==> src/rtl/multicycle_control_fsm.sv <==
// Multi-cycle FETCH/DECODE/EXEC/MEM/WB sequencer for the 8-bit MIPS-style core.
// Optional MULTICYCLE_STATS_EN adds saturating instruction and busy-cycle counters.
module multicycle_control_fsm #(
  parameter int MEM_TIMEOUT = 15,
  parameter int CNT_W       = 4
) (
  input  logic       clock,
  input  logic       reset_n,
  input  logic       run,
  input  logic [2:0] opcode,
  input  logic       zero,
  input  logic       mem_ready,
  output logic [2:0] state_out,
  output logic       mem_req,
  output logic       mem_read,
  output logic       mem_write,
  output logic       iord,
  output logic       ir_write,
  output logic       pc_write,
  output logic [1:0] pc_src,
  output logic       alu_src,
  output logic [1:0] alu_op,
  output logic       mem_to_reg,
  output logic       reg_write,
  output logic       halted,
  output logic       fault
`ifdef MULTICYCLE_STATS_EN
  ,
  output logic [15:0] instr_count,
  output logic [15:0] cycle_count
`endif
);

  typedef enum logic [2:0] {
    S_IDLE   = 3'd0,
    S_FETCH  = 3'd1,
    S_DECODE = 3'd2,
    S_EXEC   = 3'd3,
    S_MEM    = 3'd4,
    S_WB     = 3'd5,
    S_HALT   = 3'd6,
    S_FAULT  = 3'd7
  } state_t;

  localparam logic [2:0] OP_ADD  = 3'b000;
  localparam logic [2:0] OP_SUB  = 3'b001;
  localparam logic [2:0] OP_ADDI = 3'b010;
  localparam logic [2:0] OP_LW   = 3'b011;
  localparam logic [2:0] OP_SW   = 3'b100;
  localparam logic [2:0] OP_BEQ  = 3'b101;
  localparam logic [2:0] OP_J    = 3'b110;
  localparam logic [2:0] OP_HALT = 3'b111;

  state_t           state, state_next;
  logic [2:0]       op_q;
  logic [CNT_W-1:0] wait_cnt, wait_next;
  logic             timeout;

  // Holds at all-ones so a disabled watchdog never wraps back to zero.
  function automatic logic [CNT_W-1:0] sat_inc_wait(input logic [CNT_W-1:0] v);
    return (&v) ? v : v + CNT_W'(1);
  endfunction

  assign timeout   = (MEM_TIMEOUT != 0) && (wait_cnt == CNT_W'(MEM_TIMEOUT));
  assign state_out = state;

  always_ff @(posedge clock or negedge reset_n) begin
    if (!reset_n) begin
      state    <= S_IDLE;
      wait_cnt <= '0;
      op_q     <= '0;
    end else begin
      state    <= state_next;
      wait_cnt <= wait_next;
      if (state == S_DECODE) op_q <= opcode;
    end
  end

  always_comb begin
    state_next = state;
    wait_next  = '0;
    mem_req    = 1'b0;
    mem_read   = 1'b0;
    mem_write  = 1'b0;
    iord       = 1'b0;
    ir_write   = 1'b0;
    pc_write   = 1'b0;
    pc_src     = 2'd0;
    alu_src    = 1'b0;
    alu_op     = 2'd0;
    mem_to_reg = 1'b0;
    reg_write  = 1'b0;
    halted     = 1'b0;
    fault      = 1'b0;
    case (state)
      S_IDLE: if (run) state_next = S_FETCH;
      S_FETCH: begin
        mem_req  = 1'b1;
        mem_read = 1'b1;
        if (mem_ready) begin
          ir_write   = 1'b1;
          pc_write   = 1'b1;
          state_next = S_DECODE;
        end else if (timeout) begin
          state_next = S_FAULT;
        end else begin
          wait_next = sat_inc_wait(wait_cnt);
        end
      end
      S_DECODE: begin
        // Decode uses the live IR field; the latch only feeds later states.
        case (opcode)
          OP_HALT: state_next = S_HALT;
          OP_J: begin
            pc_write   = 1'b1;
            pc_src     = 2'd2;
            state_next = S_FETCH;
          end
          default: state_next = S_EXEC;
        endcase
      end
      S_EXEC: begin
        case (op_q)
          OP_ADD:  state_next = S_WB;
          OP_SUB: begin
            alu_op     = 2'd1;
            state_next = S_WB;
          end
          OP_ADDI: begin
            alu_src    = 1'b1;
            state_next = S_WB;
          end
          OP_LW, OP_SW: begin
            alu_src    = 1'b1;
            state_next = S_MEM;
          end
          OP_BEQ: begin
            alu_op     = 2'd1;
            pc_src     = 2'd1;
            pc_write   = zero;
            state_next = S_FETCH;
          end
          default: state_next = S_FETCH;
        endcase
      end
      S_MEM: begin
        mem_req   = 1'b1;
        iord      = 1'b1;
        alu_src   = 1'b1;
        mem_read  = (op_q == OP_LW);
        mem_write = (op_q != OP_LW);
        if (mem_ready) begin
          state_next = (op_q == OP_LW) ? S_WB : S_FETCH;
        end else if (timeout) begin
          state_next = S_FAULT;
        end else begin
          wait_next = sat_inc_wait(wait_cnt);
        end
      end
      S_WB: begin
        reg_write  = 1'b1;
        mem_to_reg = (op_q == OP_LW);
        state_next = run ? S_FETCH : S_IDLE;
      end
      S_HALT:  halted = 1'b1;
      S_FAULT: fault  = 1'b1;
      default: state_next = S_IDLE;
    endcase
  end

`ifdef MULTICYCLE_STATS_EN
  function automatic logic [15:0] sat_inc16(input logic [15:0] v);
    return (&v) ? v : v + 16'd1;
  endfunction

  always_ff @(posedge clock or negedge reset_n) begin
    if (!reset_n) begin
      instr_count <= '0;
      cycle_count <= '0;
    end else begin
      if (state == S_FETCH && mem_ready) instr_count <= sat_inc16(instr_count);
      if (!(state inside {S_IDLE, S_HALT, S_FAULT})) cycle_count <= sat_inc16(cycle_count);
    end
  end
`endif

endmodule

==> config.mk <==
export PLATFORM = sky130hd
export DESIGN_NAME = multicycle_control_fsm
export DESIGN_NICKNAME = d
export VERILOG_FILES = /design/src/rtl/multicycle_control_fsm.sv
export SDC_FILE = /design/constraint.sdc
export NUM_CORES = 1
export LEC_CHECK = 0
export BUFFER_PORTS_ARGS = -buffer_cell sky130_fd_sc_hd__clkbuf_2
export CAP_MARGIN = 0
export CORE_AREA = 2 2 41 43
export DETAILED_ROUTE_END_ITERATION = 10
export DIE_AREA = 0 0 43 45
export HOLD_SLACK_MARGIN = 0.05
export PLACE_DENSITY = 0.82
export REMOVE_ABC_BUFFERS = 1
export SETUP_SLACK_MARGIN = 0.3
export SYNTH_ARGS = -nofsm -noshare
export SYNTH_HDL_FRONTEND = slang
export SYNTH_SLANG_ARGS = --single-unit
export TNS_END_PERCENT = 10
==> constraint.sdc <==
create_clock -name clock -period 4 [get_ports clock]
set_clock_uncertainty 0.1 [all_clocks]
set_input_delay 0.8 -clock clock [delete_from_list [all_inputs] [get_ports clock]]
set_output_delay 0.8 -clock clock [all_outputs]
set_load 0.03 [all_outputs]
==> metrics.md <==
| Metric | Value |
|---|---|
| Status | `complete, no violations` |
| Async S/R FF share, synth | `100%` |
| Clk buf depth | `2` |
| Critical Path RT | `3.10 ns` |
| Setup violators final | `0` |
| Critical path arrival | `1.88 ns` |
| Reg clk slew, reported paths | `0.06 ns` |
| Site row count | `14` |
| Vias | `approximately 700` |
| Pre-antenna DRT Iters | `4` |
| Largest net degree at the start of global routing | `17` |
| Initial antenna violation count | `0` |
| LEAKAGE | `between 0.4 and 0.5 nW` |
| Switching Share | `between 50% and 60%` |
| Slew Viols, Final | `0` |
| EDFF count, synth | `0` |
| Die width | `~43 um` |
| Final Hold Vio Count | `0` |
| DRT iter0 DRCs | `28` |
| Final TNS setup | `0 ns` |
| Sequential area share after synthesis | `35.7%` |
| Startpoint Class | `flip-flop` |
| Combinational share of power | `between 50% and 60%` |
| Synth unique cells | `36` |
| Port Buffer Count | `24` |
| Met3 GRT Util | `under 10%` |
| Die Footprint | `between 1500 and 2000 um^2` |
| Worst-Skew Late Latency | `between 0.2 and 0.3 ns` |
| Clock Tree Root | `clkbuf_4` |
| Max Cap Viol | `0` |
| Post-synth top flop | `dfrtp_1` |
| Post-synth top area share | `35.7%` |
| Seq pwr share | `between 30 and 40%` |
| Maximum vdd drop | `0.000330 V` |
| Global-route wire length before repair | `2.50 mm` |
| # nets final | `around 120` |
| Area contributors post-synth | `dfrtp_1 36%, o21ai_0 4.3%, and2_1 3.6%` |
| HP Class | `in2async` |
| R2R Path Start | `state_out[1]` |
| R2r endpoint | `op_q[0]` |
| Synth warn | `0` |
| Reg2Reg Setup Slack | `about 2.3 ns` |
| Clk pwr share | `a little under 10%` |
| Switching Power | `~330 uW` |
| Critical path fanouts, max | `14` |
| Avg Inst Size Synth | `approximately 8.6 um^2` |
| Setup crit end kind | `output port` |
| Commonest non-fill, non-tap cell in the layout | `clkbuf_2` |
| Share of layout cells above drive strength 1 | `approximately a third` |
| Clock sink count | `10` |
| Core Area | `~1500 um^2` |
| Hpwl dp | `1.16 mm` |
| FF+latch count, synth | `10` |
| Final worst path period share | `a little over two thirds` |
| Worst R2R Path Depth | `3` |
| Post-Syn Area | `702 um^2` |
| Num CTS Buffers | `3` |
| N_diodes | `0` |
| Total GRT Usage | `between 10% and 20%` |
| Vias in the first global route | `572` |
| Routability cong. | `around 0.87` |
| I/O pin total | `26` |
| Final min period | `2.78 ns` |
| GRT Residual Overflow | `0` |
| RSZ-0062 raised after global routing | `false` |
| Max frequency | `~360 MHz` |
| Layout overhead on the synthesized area | `19.4%` |
| Fin cells | `120` |
| Synth area leader | `dfrtp_1` |
| Gr busiest metal | `met2` |
| Detailed Route WL | `around 1.5 mm` |
| Initial Utilization | `47.7%` |
| Post-Syn Instances | `between 80 and 90` |
| Drt wl/cell | `about 13 um` |
| CP Class | `reg2out` |
| Hold_buf cts | `0` |
| Most frequent cells in the layout | `24 x clkbuf_2, 10 x dfrtp_1, 6 x o21ai_0, 6 x nor2_1` |
| TritonCTS clock tree | `done` |
| Cts repair resizes | `0` |
| DRC | `0` |
| Htree depth | `1` |
| Cell count after placement | `117` |
| P_int | `304 uW` |
| Met1 usage | `a little under a quarter` |
| Die H | `45 um` |
| Vias per cell | `about 5.8` |
| Met2 Use GR | `27.3%` |
| Power Density | `756 nW/um^2` |
| Antenna-violating nets left | `0` |
| Post-CTS Setup Inserts | `0` |
flip-flops by register name (all words and copies together) (netlist names):
register / cells
op_q: 3
state_out: 3
wait_cnt: 4
worst max-delay path by stage:
stage,slack (ns),endpoint,startpoint,cells after the start
2_1_floorplan,0.90,pc_write,state_out[0],4
3_3_place_gp,1.54,pc_write,opcode[0],5
3_5_place_dp,1.53,pc_write,state_out[0],5
4_1_cts,1.24,pc_write,state_out[1],5
5_1_grt,1.07,pc_write,state_out[1],5
6_report,1.22,pc_write,state_out[1],5
Yosys cell counts (2+ instances only):
master and number:
a21oi_1 2, inv_1 5, nand3_1 5, dfrtp_1 10
nand2_1 5, a31oi_1 2, nor2_1 6, and3_1 3
mux2_2 2, and2_1 4, o21ai_0 6, nor3_1 4
xnor2_1 2, nand2b_1 2, buf_2 3
routing by layer:
metal  routed length, um  vias up
met5                   0        -
li1                    -      335
met2                 685       36
met4                  10        0
met1                 724      324
met3                 124        2
area by class of cell:
cell class	count	area, um^2
Inverter	5	18.8
Timing Repair Buffer	24	120
Multi-Input combinational cell	62	407
Clock buffer	3	22.5
Tap cell	16	20.0
Sequential cell	10	250
Fill cell	148	633
through the flow:
step / hold WS [ns] / area [um^2] / power [mW] / worst slack, ns / util (%)
floorplan: 0.340 / 676 / 0.470 / 0.901 / -
global placement: 0.357 / 816 / 0.563 / 1.54 / 55.4
detailed placement: 0.362 / 816 / 0.570 / 1.53 / 55.4
CTS: 0.291 / 838 / 0.637 / 1.24 / 57.0
global route: 0.283 / 838 / 0.684 / 1.07 / 57.0
finish: 0.297 / 838 / 0.634 / 1.22 / 57.0
power groups by stage:
| stage | clock, mW | combinational, mW | sequential (mW) |
|---|---|---|---|
| final | 0.0624 | 0.357 | 0.214 |
| after global routing | 0.0746 | 0.386 | 0.223 |
| after CTS | 0.0669 | 0.358 | 0.211 |
| after detailed placement | 0 | 0.356 | 0.214 |
| after global placement | 0 | 0.353 | 0.210 |
| after floorplan | 0 | 0.249 | 0.220 |
critical path, stage by stage, from the launching register on:
cell and delay [ns]:
dfrtp_1 0.58, inv_1 0.14, nor3_2 0.35, and4_1 0.26, a211o_1 0.10, clkbuf_2 0.19
cells by family (layout without fill, tap and decap cells):
| kind of cell | count (synthesis) | after routing | share of synthesized area, % |
|---|---|---|---|
| and+or+nand+nor | 37 | 37 | 30.3 |
| DFF | 10 | 10 | 35.7 |
| muxes | 2 | 2 | 3.21 |
| AOI/OAI and AO/OA | 18 | 18 | 18.4 |
| other | 1 | 1 | 0.534 |
| xor gates and xnor gates | 3 | 3 | 3.74 |
| buffers and inverters | 10 | 32 | 6.42 |
| adders and majority gates | 1 | 1 | 1.78 |
(Power assumes the default switching activity.)
